<file path="config.mk">
export PLATFORM = sky130hd
export DESIGN_NAME = ublocka_apb_target
export DESIGN_NICKNAME = d
export VERILOG_FILES = /design/src/rtl/apbDecode_package.sv /design/src/rtl/ublocka_apb_target.sv
export SDC_FILE = /design/constraint.sdc
export NUM_CORES = 1
export LEC_CHECK = 0
export ABC_CLOCK_PERIOD_IN_PS = 3800
export BUFFER_PORTS_ARGS = -buffer_cell sky130_fd_sc_hd__buf_2
export CAP_MARGIN = 40
export CORE_MARGIN = 2
export CORE_UTILIZATION = 55
export DETAILED_ROUTE_END_ITERATION = 12
export HOLD_SLACK_MARGIN = 0.15
export PLACE_DENSITY = 0.89
export RECOVER_POWER = 50
export SLEW_MARGIN = 10
export SYNTH_ARGS = -nofsm -noshare
export SYNTH_HDL_FRONTEND = slang
export SYNTH_SLANG_ARGS = --single-unit
</file>
<file path="constraint.sdc">
create_clock -name clk -period 3.8 [get_ports clk]
set_input_delay 0.19 -clock clk [delete_from_list [all_inputs] [get_ports clk]]
set_output_delay 0.19 -clock clk [all_outputs]
set_load 0.05 [all_outputs]
</file>
<file path="src/rtl/apbDecode_package.sv">
// uBlockA APB responder address map, target enumeration and offset decoder.
// Pure combinational helpers only; no latency or flow control of its own.
package apbDecode_package;

    localparam int unsigned MEMORYA_WORDS = 19;

    localparam logic [11:0] UBLOCKA_AREG_LO   = 12'h000;
    localparam logic [11:0] UBLOCKA_AREG_HI   = 12'h004;
    localparam logic [11:0] UBLOCKA_ASIZE     = 12'h008;
    localparam logic [11:0] UBLOCKA_MEMA_BASE = 12'h100;

    typedef enum logic [2:0] {
        TGT_AREG_LO,
        TGT_AREG_HI,
        TGT_ASIZE,
        TGT_MEMA_LO,
        TGT_MEMA_HI,
        TGT_ERR
    } ublockaTargetT;

    // memA words occupy 8-byte slots from the base; bit 2 selects the hi dword.
    function automatic ublockaTargetT ublockaDecode(input logic [11:0] off,
                                                    input int unsigned memWords);
        ublockaTargetT tgt;
        tgt = TGT_ERR;
        if (off[1:0] == 2'b00) begin
            if (off == UBLOCKA_AREG_LO) begin
                tgt = TGT_AREG_LO;
            end else if (off == UBLOCKA_AREG_HI) begin
                tgt = TGT_AREG_HI;
            end else if (off == UBLOCKA_ASIZE) begin
                tgt = TGT_ASIZE;
            end else if ((off[11:8] == UBLOCKA_MEMA_BASE[11:8]) &&
                         ({27'd0, off[7:3]} < memWords)) begin
                tgt = off[2] ? TGT_MEMA_HI : TGT_MEMA_LO;
            end
        end
        return tgt;
    endfunction

endpackage

</file>
<file path="src/rtl/ublocka_apb_target.sv">
// APB3 completer for uBlockA: aReg, aSizeReg and memory A with staged writes and snapshot reads.
// Zero wait states except memA lo reads (MEM_RD_LATENCY+1 waits); psel drop mid-transfer aborts.
module ublocka_apb_target
    import apbDecode_package::*;
#(
    parameter int          MEM_RD_LATENCY = 1,
    parameter int unsigned MEMA_WORDS     = MEMORYA_WORDS
) (
    input  logic        clk,
    input  logic        rst_n,
    input  logic        psel,
    input  logic        penable,
    input  logic        pwrite,
    input  logic [31:0] paddr,
    input  logic [31:0] pwdata,
    output logic        pready,
    output logic [31:0] prdata,
    output logic        pslverr,
    output logic [36:0] a_reg,
    output logic [28:0] a_size_reg,
    output logic        mem_a_cs,
    output logic        mem_a_we,
    output logic [4:0]  mem_a_addr,
    output logic [62:0] mem_a_wdata,
    input  logic [62:0] mem_a_rdata
);

    typedef enum logic [1:0] {IDLE, MEM_RD, RESP} stateT;

    localparam logic [1:0] RD_LAT = 2'(MEM_RD_LATENCY);

    stateT         state;
    stateT         stateNext;
    ublockaTargetT tgtD;
    ublockaTargetT tgtQ;
    logic          writeQ;
    logic [31:0]   wdataQ;
    logic [4:0]    wordQ;
    logic [1:0]    latCnt;
    logic [31:0]   aRegStage;
    logic [31:0]   memAStage;
    logic [4:0]    aRegShadow;
    logic [30:0]   memAShadow;
    logic [31:0]   prdataQ;
    logic          setup;
    logic          rdDone;
    logic          commit;
    logic          unusedPaddr;

    assign unusedPaddr = ^paddr[31:12];

    assign tgtD   = ublockaDecode(paddr[11:0], MEMA_WORDS);
    assign setup  = (state == IDLE) && psel && !penable;
    assign rdDone = (state == MEM_RD) && psel && (latCnt == RD_LAT);
    assign commit = (state == RESP) && psel;

    assign prdata      = prdataQ;
    assign mem_a_addr  = wordQ;
    assign mem_a_wdata = {wdataQ[30:0], memAStage};

    always_ff @(posedge clk or negedge rst_n) begin
        if (!rst_n) begin
            state <= IDLE;
        end else begin
            state <= stateNext;
        end
    end

    always_comb begin
        stateNext = state;
        pready    = 1'b0;
        pslverr   = 1'b0;
        mem_a_cs  = 1'b0;
        mem_a_we  = 1'b0;
        case (state)
            IDLE: begin
                if (psel && !penable) begin
                    stateNext = (!pwrite && (tgtD == TGT_MEMA_LO)) ? MEM_RD : RESP;
                end
            end
            MEM_RD: begin
                mem_a_cs = psel && (latCnt == 2'd0);
                if (!psel) begin
                    stateNext = IDLE;
                end else if (latCnt == RD_LAT) begin
                    stateNext = RESP;
                end
            end
            RESP: begin
                pready    = 1'b1;
                pslverr   = (tgtQ == TGT_ERR);
                mem_a_cs  = psel && writeQ && (tgtQ == TGT_MEMA_HI);
                mem_a_we  = psel && writeQ && (tgtQ == TGT_MEMA_HI);
                stateNext = IDLE;
            end
            default: stateNext = IDLE;
        endcase
    end

    // Request capture and read data selection happen on the setup edge.
    always_ff @(posedge clk or negedge rst_n) begin
        if (!rst_n) begin
            tgtQ    <= TGT_AREG_LO;
            writeQ  <= 1'b0;
            wdataQ  <= '0;
            wordQ   <= '0;
            latCnt  <= '0;
            prdataQ <= '0;
        end else begin
            if (setup) begin
                tgtQ   <= tgtD;
                writeQ <= pwrite;
                wdataQ <= pwdata;
                wordQ  <= paddr[7:3];
                latCnt <= '0;
                if (pwrite) begin
                    prdataQ <= '0;
                end else begin
                    case (tgtD)
                        TGT_AREG_LO: prdataQ <= a_reg[31:0];
                        TGT_AREG_HI: prdataQ <= {27'd0, aRegShadow};
                        TGT_ASIZE:   prdataQ <= {3'd0, a_size_reg};
                        TGT_MEMA_HI: prdataQ <= {1'b0, memAShadow};
                        TGT_MEMA_LO: prdataQ <= prdataQ;
                        default:     prdataQ <= '0;
                    endcase
                end
            end else if (state == MEM_RD) begin
                latCnt <= latCnt + 2'd1;
                if (rdDone) begin
                    prdataQ <= mem_a_rdata[31:0];
                end
            end
        end
    end

    // Architectural state only moves on a non-aborted RESP edge (or SRAM read completion).
    always_ff @(posedge clk or negedge rst_n) begin
        if (!rst_n) begin
            a_reg      <= '0;
            a_size_reg <= '0;
            aRegStage  <= '0;
            memAStage  <= '0;
            aRegShadow <= '0;
            memAShadow <= '0;
        end else begin
            if (rdDone) begin
                memAShadow <= mem_a_rdata[62:32];
            end
            if (commit) begin
                if (writeQ) begin
                    case (tgtQ)
                        TGT_AREG_LO: aRegStage  <= wdataQ;
                        TGT_AREG_HI: a_reg      <= {wdataQ[4:0], aRegStage};
                        TGT_ASIZE:   a_size_reg <= wdataQ[28:0];
                        TGT_MEMA_LO: memAStage  <= wdataQ;
                        default:     ;
                    endcase
                end else if (tgtQ == TGT_AREG_LO) begin
                    aRegShadow <= a_reg[36:32];
                end
            end
        end
    end

endmodule
</file>
* Word-level counts from Yosys, hierarchy flattened
Index checks and enable logic that the tools add are counted.
** Operators by class
- $add $sub $neg :: 1
- $lt $le $gt $ge :: 1
- Equality and inequality tests :: 18
- Mux-type cells :: 22
- Bitwise operators :: 1
- Reductions and logical operators :: 28
** Operators by type and width (number)
- $pmux W32 S5 :: 1
- $mux W32 :: 4
- $mux W3 :: 6
- $reduce_and A3 Y1 :: 6
- $eq A12 B3 Y1 const B :: 1
- $eq A12 B4 Y1 const B :: 1
- $eq A3 B2 Y1 const B :: 4
- $logic_not A12 Y1 :: 1
- $mux W2 :: 6
- $logic_and A1 B1 Y1 :: 11
- $eq A3 B3 Y1 const B :: 3
- $eq A3 B1 Y1 const B :: 2
- $logic_not A2 Y1 :: 3
- $logic_not A3 Y1 :: 2
- $lt A5 B5 Y1 const B :: 1
- $eq A2 B1 Y1 const B :: 2
- $eq A4 B1 Y1 const B :: 1
- $pmux W2 S2 :: 1
- $reduce_bool A2 Y1 :: 2
- $mux W1 :: 3
- $ne A3 B2 Y1 const B :: 1
- $ne A3 B3 Y1 const B :: 1
- $add A2 B1 Y2 const B :: 1
- $eq A2 B2 Y1 const B :: 1
- other kinds (5) :: 6
** Word-level totals
- Register bits after elaboration :: 243
- Output and inout port bits :: 170

* Logic depth before layout (Yosys ltp)
Gate-level depths: netlist of the first run.
- Depth after elaboration :: 12
- Gate-level depth with buffers :: 9
- Gate-level depth less buffers :: 7

* Least setup slack after synthesis of the first run
No wires, ideal clock.
- Path kind :: register to output
- Start point :: register state[0]
- End point :: output mem_a_cs
- Data arrival time :: 2.677 ns
- Data required time :: 3.610 ns
- Slack :: 0.933 ns
- Cell stages (with the launch flop) :: 8
- Cells stage by stage :: dfrtp_1 -> inv_1 -> ha_1 -> nor2b_1 -> nor2b_1 -> and4_1 -> a31oi_1 -> nor2b_1
** On the way
- Cells in the longest elaborated chain, start to end :: 2
** RTL lines
- start, declared :: line ublocka_apb_target.sv:32 : stateT state;
- start signal, assigned :: line ublocka_apb_target.sv:65 : state <= stateNext;
- $eq A2 B2 Y1 / $eq A2 B1 Y1 (equally long branches) :: line ublocka_apb_target.sv:75 : case (state)
- $pmux W1 S2 (*) :: line ublocka_apb_target.sv:75
- end, declared :: line ublocka_apb_target.sv:21 : output logic mem_a_cs,
Every way passes the cells marked *; elsewhere a longest branch is shown, timed or not.

* Final worst setup path of the first run
- Start point :: register state[0]
- End point :: register prdataQ[22] (netlist: prdata[22])
** On the way
- Cells in the longest elaborated chain, start to end :: 5
** RTL lines
- $logic_not A2 Y1 / $eq A2 B1 Y1 (equally long branches) :: line ublocka_apb_target.sv:53, ublocka_apb_target.sv:54, ublocka_apb_target.sv:128
- $logic_and A1 B1 Y1 (on tied branches) (2 in a row) :: line ublocka_apb_target.sv:53, ublocka_apb_target.sv:54
- $ne A3 B3 Y1 (no source line) / $reduce_bool A2 Y1 (equally long branches)
- $reduce_and A3 Y1 (no source line)
- end signal, assigned :: line ublocka_apb_target.sv:120 : TGT_AREG_LO: prdataQ <= a_reg[31:0];
- end signal, assigned :: line ublocka_apb_target.sv:121 : TGT_AREG_HI: prdataQ <= {27'd0, aRegShadow};
- end signal, assigned :: line ublocka_apb_target.sv:122 : TGT_ASIZE: prdataQ <= {3'd0, a_size_reg};
- end, declared :: line ublocka_apb_target.sv:44 : logic [31:0] prdataQ;
Several ways; a longest one is shown, not always the timed one.
A chain may end at the register's enable or synchronous reset.

==> summary.md, run 1 <==
| Metric | Value |
|---|---|
| I/O Buffers | `281` |
| Crit path capture type | `register` |
| Post-synthesis async set-or-reset flop share | `100%` |
| Clock tree buffer depth | `3` |
| Fmax | `352 MHz` |
| Area of the multi-input gates | `3990 um^2` |
| Worst-skew pair later-pin latency | `0.52 ns` |
| Synthesized area per cell | `11.6 um^2` |
| Via density per instance | `5.89` |
| Gpl congestion | `0.827` |
| Final net count | `1398` |
| # setup viols final | `0` |
| Drt total wl | `33900 um` |
| Fin crit share | `74.7%` |
| Synth warn | `0` |
| First-pass DRT Iterations | `7` |
| Starting Density | `56.4%` |
| Max Cap Violations | `1` |
| Minimum clock period | `2.84 ns` |
| Syn_nets | `1056` |
| Final Util | `73.2%` |
| Sequential cell area | `6080 um^2` |
| Row count | `50` |
| Sequential-to-total area share from yosys stat | `57.0%` |
| Number of synthesized flops with an enable pin | `0` |
| Total Routing Usage GR | `32.7%` |
| Iter 0 DRT Violations | `676` |
| Postcts setup bufs | `0` |
| Post-Syn Instances | `919` |
| Yosys cell types | `46` |
| Total power | `8.08 mW` |
| Startpoint types | `register` |
| Die outline area | `20500 um^2` |
| Post-CTS sizing | `0` |
| Max FO, Critical Path | `26` |
| Relative slew slack | `-45.8%` |
| Status | `finished with violations` |
| Tightest Pin Transition | `2.19 ns` |
| Wire per inst | `22.0 um` |
| Via count | `9069` |
| Root Driver | `clkbuf_16` |
| Gr ovfl total | `0` |
| Failing checks | `capacitance limit, slew limit` |
| CTS Sinks | `243` |
| Die H | `143 um` |
| Total CTS buffers | `26` |
| Die width | `143 um` |
| Crit path kind | `reg2reg` |
| Synth Flop Type | `dfrtp_1` |
| I/O pins | `302` |
| Area delta synth->final | `29.7%` |
| Arrival time worst endpoint | `3.27 ns` |
| Vias in the first global route | `9630` |
| Max rail drop VDD | `0.533 mV` |
| Clock Skew | `0.0103 ns` |
| Initial antenna violation count | `1` |
| Remaining DRCs | `0` |
| Core footprint | `18900 um^2` |
| Layout cells sized above 1 | `27.9%` |
| Worst hold path type | `in2reg` |
| Max FFs per register | `37` |
| # fillers | `1305` |
| Required @ worst endpoint | `4.23 ns` |
| Mapped cell area | `10700 um^2` |
| First-pass GRT wire length | `51800 um` |
| Top post-synthesis cells by area | `dfrtp_1 57%, mux2_2 15%, nand2_1 5.3%` |
| CTS tree | `built` |
| Top-area cell type share of the netlist area | `57.0%` |
| DRT antenna net count | `0` |
| Post-synth top area cell | `dfrtp_1` |
| Max Slew Vio Count | `89` |
| FF+latch count, synth | `243` |
| Fin. Hold Viols | `0` |
| Leak | `6.63 nW` |
| Number of hold buffers added after CTS | `107` |
| Fin Setup TNS | `0 ns` |
| Unrepaired setup endpoints after global routing | `false` |
| Pwr dens | `585 nW/um^2` |
| Largest net degree at the start of global routing | `109` |
| CTS clk-pin slew, worst paths | `0.06 ns` |
| H-Tree Level Count | `1` |
| HPWL Detailed | `20200 um` |
==> cells in the mapped netlist (5+ instances only) <==
library cell  count
a21oi_1          11
buf_6             5
inv_1            30
and2_1            6
o32a_1            7
nand2_1         151
a31o_2           24
a22oi_1          49
nor4_1           25
nor2_1           19
buf_2            15
nand3_1           7
o21ai_0          35
mux2i_1           6
clkbuf_1         35
buf_4            32
dfrtp_1         243
o21ai_1          20
ha_1              5
o21a_1            8
mux2_2          139
nor2b_1           5
==> logic make-up after synthesis <==
logic type | after synthesis | synth area share (%)
flops | 243 | 57.0
simple gates | 233 | 9.87
buf+inv | 121 | 5.92
xor+xnor | 1 | 0.0822
fa+ha+maj | 5 | 0.587
mux | 148 | 15.6
compound gates | 168 | 10.9
==> layer usage <==
layer / wire [um] / vias up / track usage, %
met5: 0 / - / 0
met4: 1340 / 0 / 14.4
met3: 3290 / 115 / 7.65
met2: 17100 / 568 / 56.8
met1: 12100 / 4497 / 39.0
li1: - / 3889 / -
==> cells in the final DEF (no fill, tap or decap), types with 4 or more instances in the layout <==
cell type	netlist	routed
dfrtp_1	243	243
nor2_1	19	17
nor4_1	25	25
o21a_1	8	8
and2_1	6	5
clkinv_2	0	4
inv_1	30	30
buf_4	32	13
o21ai_1	20	20
dlygate4sd3_1	0	107
mux2_2	139	139
clkbuf_16	0	27
nand2_1	151	151
o21ai_0	35	35
o32a_1	7	7
a22oi_1	49	49
mux2i_1	6	6
clkbuf_8	0	6
a31o_2	24	24
nand3_1	7	6
a21oi_1	11	10
buf_2	15	121
ha_1	5	5
nor2b_1	5	4
clkbuf_1	35	165
==> report_power, final <==
group	internal, mW	switching [mW]
registers	2.93	0.369
logic	0.479	1.81
clock network	1.48	1.01
==> stage by stage <==
| step | setup WS (ns) | std cells | instance area (um^2) | hold slack (ns) |
|---|---|---|---|---|
| 3_5_place_dp | 1.10 | 1386 | 12100 | 0.235 |
| 4_1_cts | 1.07 | 1539 | 14000 | 0.166 |
| 5_1_grt | 0.856 | 1540 | 13800 | 0.202 |
| 3_3_place_gp | 1.21 | 1383 | 12000 | 0.237 |
| 6_report | 0.962 | 1540 | 13800 | 0.191 |
| 2_1_floorplan | 0.933 | 919 | 10700 | -0.106 |
==> final cells by class <==
class | count | area share (%)
clock buffer | 39 | 5.65
inverter | 30 | 0.815
clock inverter | 7 | 0.471
multi-input combinational | 555 | 28.9
sequential | 243 | 44.0
antenna | 1 | 0.0181
tap | 260 | 2.35
timing repair buffer | 405 | 17.8
==> critical path: stages, from the launching register on <==
cell and delay [ns]:
dfrtp_1 0.39, inv_1 0.11, ha_1 0.25, nand3b_1 0.12, buf_4 0.25, or2_2 0.39, o211ai_4 0.83, a22oi_1 0.23
o21ai_1 0.16
==> path summary, 6_finish.rpt <==
| check | cells past startpoint | slack [ns] | end | start |
|---|---|---|---|---|
| max in group asynchronous | 3 | 1.33 | memAShadow[28] | rst_n |
| worst max register to register | 8 | 0.96 | prdata[22] | state[0] |
| min in group asynchronous | 2 | 0.87 | memAStage[8] | rst_n |
| worst min register to register | 2 | 0.48 | a_reg[10] | aRegStage[10] |
| worst min-delay path | 3 | 0.19 | prdata[30] | psel |
| worst max-delay path | 8 | 0.96 | prdata[22] | state[0] |
Power figures use the tool's default switching activity.
==> run 2, diff against run 1 <==
--- a/config.mk
+++ b/config.mk
@@ -5,14 +5,15 @@
 export SDC_FILE = /design/constraint.sdc
 export NUM_CORES = 1
 export LEC_CHECK = 0
-export ABC_CLOCK_PERIOD_IN_PS = 3800
+export ABC_AREA = 1
+export ABC_CLOCK_PERIOD_IN_PS = 2370
 export BUFFER_PORTS_ARGS = -buffer_cell sky130_fd_sc_hd__buf_2
 export CAP_MARGIN = 40
 export CORE_MARGIN = 2
-export CORE_UTILIZATION = 55
+export CORE_UTILIZATION = 47
 export DETAILED_ROUTE_END_ITERATION = 12
 export HOLD_SLACK_MARGIN = 0.15
-export PLACE_DENSITY = 0.89
+export PLACE_DENSITY = 0.81
 export RECOVER_POWER = 50
 export SLEW_MARGIN = 10
 export SYNTH_ARGS = -nofsm -noshare
==> constraint.sdc (replaced) <==
create_clock -name clk -period 2.37 [get_ports clk]
set_input_delay 0.1185 -clock clk [delete_from_list [all_inputs] [get_ports clk]]
set_output_delay 0.1185 -clock clk [all_outputs]
set_load 0.05 [all_outputs]
==> summary.md, run 2 <==
| Metric | Value |
|---|---|
| Status | `finished with violations` |
| Failing checks | `capacitance limit, slew limit` |
| # setup viols final | `0 (unchanged)` |
| Sequential cell area | `6080 um^2 (unchanged)` |
| Mapped cell area | `10800 um^2 (+1.2%)` |
| Core footprint | `22600 um^2 (+19%)` |
| CP max stage delay | `0.40 ns (-0.43 ns)` |
| Clock Skew | `0.0156 ns (+0.00536 ns)` |
| Wire per inst | `18.3 um (-17%)` |
| Final Non-Filler Cells | `1806 (+17%)` |
| Max FFs per register | `37 (unchanged)` |
| Layout cells sized above 1 | `20.0% (-7.9 points)` |
| Die width | `156 um (+8.6%)` |
| CTS clk-pin slew, worst paths | `0.07 ns (about the same)` |
| Commonest non-fill, non-tap cell in the layout | `dfrtp_1` |
| Top post-synthesis cells by count | `243 x dfrtp_1, 242 x nand2_1, 119 x a21oi_1` |
| Sequential-to-total area share from yosys stat | `56.3% (-0.69 points)` |
| Post-synth top area cell | `dfrtp_1` |
| Pwr dens | `1270 nW/um^2 (+120%)` |
| Area delta synth->final | `30.2%` |
| Gr ovfl total | `0 (unchanged)` |
| Crit path kind | `reg2out` |
| HPWL Detailed | `20800 um (+2.8%)` |
| Largest net degree at the start of global routing | `75 (-31%)` |
| Total Routing Usage GR | `27.2% (-5.6 points)` |
| Critical path, cell by cell | `inv_1 -> ha_1 -> nand2_1 -> nor4_4 -> a21oi_1 -> nor2_4 -> buf_2` |
| Worst hold path type | `in2reg` |
| Fin. Hold Viols | `0 (unchanged)` |
| Worst-skew pair later-pin latency | `0.52 ns (about the same)` |
| Total power | `17.8 mW (+120%)` |
| Total CTS buffers | `25 (-3.8%)` |
| Die outline area | `24200 um^2 (+18%)` |
| Syn_nets | `1301 (+23%)` |
| Number of synthesized flops with an enable pin | `0 (unchanged)` |
| Area of the multi-input gates | `3760 um^2 (-5.9%)` |
| I/O Buffers | `281 (unchanged)` |
| Fin crit share | `94.4%` |
| Top post-synthesis cells by area | `dfrtp_1 56%, nand2_1 8.4%, a21oi_1 5.5%` |
| Die H | `156 um (+8.6%)` |
| Yosys cell types | `33 (-28%)` |
| Post-synthesis async set-or-reset flop share | `100% (unchanged)` |
| Startpoint types | `register` |
| Final net count | `1640 (+17%)` |
| Clock tree buffer depth | `3 (unchanged)` |
| Tightest Pin Transition | `1.62 ns (-0.566 ns)` |
| Max Cap Violations | `1 (unchanged)` |
| Synth Flop Type | `dfrtp_1` |
| Min-Delay Startpoint | `paddr[2]` |
| Fin Setup TNS | `0 ns (unchanged)` |
| Diode count | `0 (-1)` |
| Relative slew slack | `-8.12% (+38 points)` |
| Gpl congestion | `0.862 (+4.2%)` |
| Critical-path top delay cell | `dfrtp_1` |
| H-Tree Level Count | `1 (unchanged)` |
| Unrepaired setup endpoints after global routing | `false` |
| Via count | `9672 (+6.6%)` |
| Leak | `7.02 nW (+5.9%)` |
| Hold_ws | `0.224 ns (+0.0331 ns)` |
| Required @ worst endpoint | `2.25 ns (-1.98 ns)` |
| Commonest non-fill, non-tap cells in the layout | `243 x dfrtp_1, 241 x nand2_1, 195 x buf_2` |
| Via density per instance | `5.36 (-9.1%)` |
| Placed insts | `1651 (+19%)` |
| CTS tree | `built` |
| Iter 0 DRT Violations | `849 (+26%)` |
| Crit path capture type | `output pin` |
| Register-to-register path setup slack | `0.14 ns (-0.82 ns)` |
| Max rail drop VDD | `0.780 mV (+47%)` |
| Remaining DRCs | `0 (unchanged)` |
| Starting Density | `47.8% (-8.6 points)` |
| Minimum clock period | `2.24 ns` |
| Arrival time worst endpoint | `2.12 ns (-1.15 ns)` |
| Top-count cell post-synth | `dfrtp_1` |
| Max Slew Vio Count | `65 (-27%)` |
| Row count | `55 (+10%)` |
| Setup crit start | `state[0]` |
| CTS Sinks | `243 (unchanged)` |
| FF+latch count, synth | `243 (unchanged)` |
| Vias in the first global route | `9778 (+1.5%)` |
| First-pass DRT Iterations | `6 (-1)` |
| Max FO, Critical Path | `4 (-85%)` |
| # fillers | `1805 (+38%)` |
| Root Driver | `clkbuf_16` |
| I/O pins | `302 (unchanged)` |
| Synthesized area per cell | `9.27 um^2 (-20%)` |
| Synth warn | `0 (unchanged)` |
| Top-area cell type share of the netlist area | `56.3% (-0.69 points)` |
| Post-Syn Instances | `1164 (+27%)` |
| First-pass GRT wire length | `52300 um (+0.95%)` |
| DRT antenna net count | `0 (unchanged)` |
| Drt total wl | `33100 um (-2.3%)` |
| Worst R2R Start | `state[0]` |
| Initial antenna violation count | `0 (-1)` |
| Fmax | `447 MHz` |
==> run 2: cell count changes in the layout (fill, tap and decap cells not counted), sizes merged, moves of 74 or more <==
cell and change:
inv +82, nand2 +100, buf +74, o21ai +106, clkbuf -79, a21oi +108
mux2 -98
==> run 2: layout make-up <==
cell class                      instances  share of cell area [%]
Sequential cell                       243                    43.3
Multi-Input combinational cell        712                    26.7
Timing Repair Buffer                  410                    18.4
Clock buffer                           32                    5.00
Inverter                              111                    2.97
Tap cell                              285                    2.54
Clock inverter                         13                    1.09
==> run 2: final timing paths <==
path | cells past startpoint | end
max | 7 | mem_a_cs
min | 5 | state[1]
max reg2reg | 7 | memAStage[16]
min reg2reg | 2 | aRegStage[26]
max in group asynchronous | 3 | a_size_reg[0]
min in group asynchronous | 2 | prdata[16]
==> run 2: per-layer routing <==
layer / GRT usage, % / vias to the layer above / routed length (um)
met5: 0 / - / 0
met4: 11.1 / 0 / 1440
met3: 6.31 / 100 / 2810
met2: 43.2 / 475 / 15300
met1: 36.2 / 4633 / 13500
li1: - / 4464 / -
==> run 2: timing repair <==
| action | CTS | global route |
|---|---|---|
| hold buffers | 110 | 0 |
| buffers inserted | 0 | 0 |
| resized for setup | 0 | 1 |
| endpoints found under the setup margin | 0 | 1 |
| hold endpoints to repair | 348 | 0 |
==> run 2: per-stage QoR <==
step                util, %  area (um^2)  setup slack (ns)
floorplan                 -        10800            0.0452
global placement       54.2        12200             0.439
detailed placement     54.2        12200             0.313
CTS                    62.9        14200             0.188
global route           62.3        14100            0.0136
finish                 62.3        14100             0.132
==> run 2: cell families after synthesis <==
family / Yosys count / synth area share (%)
xor gates and xnor gates: 1 / 0.0812
adders and majority gates: 5 / 0.580
and+or+nand+nor: 376 / 15.8
DFF: 243 / 56.3
muxes: 44 / 4.59
buffers and inverters: 209 / 9.24
AOI/OAI and AO/OA: 286 / 13.4
==> run 2: critical path: cells and delay by family, from the launching register on <==
| family | cells | cell delay [ns] |
|---|---|---|
| adders and majority gates | 1 | 0.24 |
| and+or+nand+nor | 3 | 0.46 |
| DFF | 1 | 0.40 |
| buffers and inverters | 2 | 0.37 |
| AOI/OAI and AO/OA | 1 | 0.14 |
==> run 2: power by group <==
part           switching [mW]  leakage, nW  internal [mW]
clock network            1.66        0.421           2.42
logic                    6.03         3.49           1.46
registers               0.800         3.11           5.44
==> run 3, diff against run 2 <==
--- a/config.mk
+++ b/config.mk
@@ -13,7 +13,7 @@
 export CORE_UTILIZATION = 47
 export DETAILED_ROUTE_END_ITERATION = 12
 export HOLD_SLACK_MARGIN = 0.15
-export PLACE_DENSITY = 0.81
+export PLACE_DENSITY_LB_ADDON = 0.12
 export RECOVER_POWER = 50
 export SLEW_MARGIN = 10
 export SYNTH_ARGS = -nofsm -noshare
==> summary.md, run 3 (synthesis gave the netlist of run 2 again) <==
| Metric | Value |
|---|---|
| Status | `finished with violations` |
| Failing checks | `capacitance limit, slew limit` |
| CTS clk-pin slew, worst paths | `0.06 ns (about the same)` |
| Pwr dens | `1260 nW/um^2 (-0.50%)` |
| Crit path kind | `in2reg` |
| Commonest non-fill, non-tap cell in the layout | `dfrtp_1` |
| Vias in the first global route | `8998 (-8.0%)` |
| First-pass GRT wire length | `48900 um (-6.4%)` |
| Max Cap Violations | `1 (unchanged)` |
| Final net count | `1646 (+0.37%)` |
| Global Route met2 Usage | `38.1% (-5.2 points)` |
| Leak | `7.07 nW (+0.66%)` |
| Total CTS buffers | `26 (+4.0%)` |
| I/O Buffers | `281 (unchanged)` |
| Hold_ws | `0.181 ns (-0.0424 ns)` |
| First-pass DRT Iterations | `5 (-1)` |
| Fin Setup TNS | `0 ns (unchanged)` |
| Diode count | `0 (unchanged)` |
| Global routing usage on met3 | `5.81% (-0.50 points)` |
| Unrepaired setup endpoints after global routing | `false` |
| Postcts setup bufs | `0 (unchanged)` |
| Max rail drop VDD | `0.845 mV (+8.3%)` |
| # setup viols final | `0 (unchanged)` |
| Via density per instance | `5.08 (-5.2%)` |
| DRT antenna net count | `0 (unchanged)` |
| Root Driver | `clkbuf_16` |
| Die outline area | `24200 um^2 (unchanged)` |
| Fmax | `468 MHz (+4.7%)` |
| Row count | `55 (unchanged)` |
| CTS Sinks | `243 (unchanged)` |
| Core footprint | `22600 um^2 (unchanged)` |
| Commonest non-fill, non-tap cells in the layout | `243 x dfrtp_1, 241 x nand2_1, 196 x buf_2` |
| Met1 Use GR | `37.7% (+1.5 points)` |
| Total Routing Usage GR | `25.4% (-1.7 points)` |
| Worst-skew pair later-pin latency | `0.52 ns (about the same)` |
| Max FO, Critical Path | `3 (-1)` |
| Area of the multi-input gates | `3760 um^2 (unchanged)` |
| Minimum clock period | `2.14 ns (-0.101 ns)` |
| Sequential cell area | `6080 um^2 (unchanged)` |
| Remaining DRCs | `0 (unchanged)` |
| Fin crit share | `90.2% (-4.3 points)` |
| Crit path capture type | `register` |
| Final WS setup | `0.233 ns (+0.101 ns)` |
| I/O pins | `302 (unchanged)` |
| Worst hold path type | `in2reg` |
| Wire per inst | `17.0 um (-7.2%)` |
| Placement Setup Slack | `0.317 ns (+0.00380 ns)` |
| Number of hold buffers added after CTS | `112 (+1.8%)` |
| # fillers | `1949 (+8.0%)` |
| Die width | `156 um (unchanged)` |
| Relative slew slack | `-17.6% (-9.5 points)` |
| Max FFs per register | `37 (unchanged)` |
| CTS tree | `built` |
| Max Slew Vio Count | `64 (-1.5%)` |
| HPWL Detailed | `20500 um (-1.6%)` |
| H-Tree Level Count | `1 (unchanged)` |
| Gr ovfl total | `0 (unchanged)` |
| Area delta synth->final | `31.3%` |
| Required @ worst endpoint | `2.80 ns (+0.55 ns)` |
| Iter 0 DRT Violations | `563 (-34%)` |
| Tightest Pin Transition | `1.76 ns (+0.143 ns)` |
| Drt total wl | `30800 um (-6.9%)` |
| Arrival time worst endpoint | `2.57 ns (+0.45 ns)` |
| GRT busiest layer | `met2` |
| Clock Skew | `0.0128 ns (-0.00283 ns)` |
| Initial antenna violation count | `0 (unchanged)` |
| Largest net degree at the start of global routing | `75 (unchanged)` |
| Fin. Hold Viols | `0 (unchanged)` |
| Layout cells sized above 1 | `20.0% (+0.052 points)` |
| Via count | `9203 (-4.8%)` |
| Die H | `156 um (unchanged)` |
| Startpoint types | `input port` |
| Post-CTS sizing | `0 (unchanged)` |
| Gpl congestion | `0.833 (-3.4%)` |
| Clock tree buffer depth | `3 (unchanged)` |
| Starting Density | `47.8% (unchanged)` |
run 3: through the flow:
step	area [um^2]	utilization (%)	instances	total power, mW
after global placement	12300	54.3	1654	13.6
after global routing	14200	62.8	1812	18.8
after CTS	14300	63.3	1812	18.2
final	14200	62.8	1812	17.9
after floorplan	10800	-	1164	12.0
after detailed placement	12300	54.3	1654	13.7
run 3: layout make-up:
type | instances | area share, %
sequential | 243 | 42.9
timing repair buffer | 415 | 18.7
clock inverter | 6 | 0.759
tap | 285 | 2.52
multi-input combinational | 712 | 26.5
inverter | 111 | 2.94
clock buffer | 40 | 5.68
run 3: power breakdown:
part           leakage, nW  internal (mW)  switching (mW)
registers             3.11           5.44           0.771
logic                 3.51           1.48            5.93
clock network        0.447           2.64            1.61
run 3: final timing paths:
kind	startpoint	to	slack [ns]	depth (start not counted)
min in group asynchronous	rst_n	mem_a_addr[3]	0.60	2
worst max-delay path	paddr[5]	state[0]	0.23	11
worst max register to register	state[0]	prdata[8]	0.31	11
max in group asynchronous	rst_n	aRegStage[28]	0.46	3
worst min register to register	aRegStage[30]	aRegStage[30]	0.48	2
worst min-delay path	paddr[8]	prdata[31]	0.18	7
run 3: critical path, stage by stage:
cell           delay [ns]
dlygate4sd3_1        0.53
buf_2                0.14
nor2_4               0.13
nand2_1              0.07
nand2_2              0.11
nand3_2              0.11
nor2_1               0.11
dlygate4sd3_1        0.55
nand3_1              0.06
dlygate4sd3_1        0.55
o21ai_0              0.08
run 3: per-layer routing:
metal / wire length, um / vias to the layer above
met3: 2190 / 46
met5: 0 / -
li1: - / 4486
met2: 13500 / 316
met1: 14400 / 4355
met4: 706 / 0
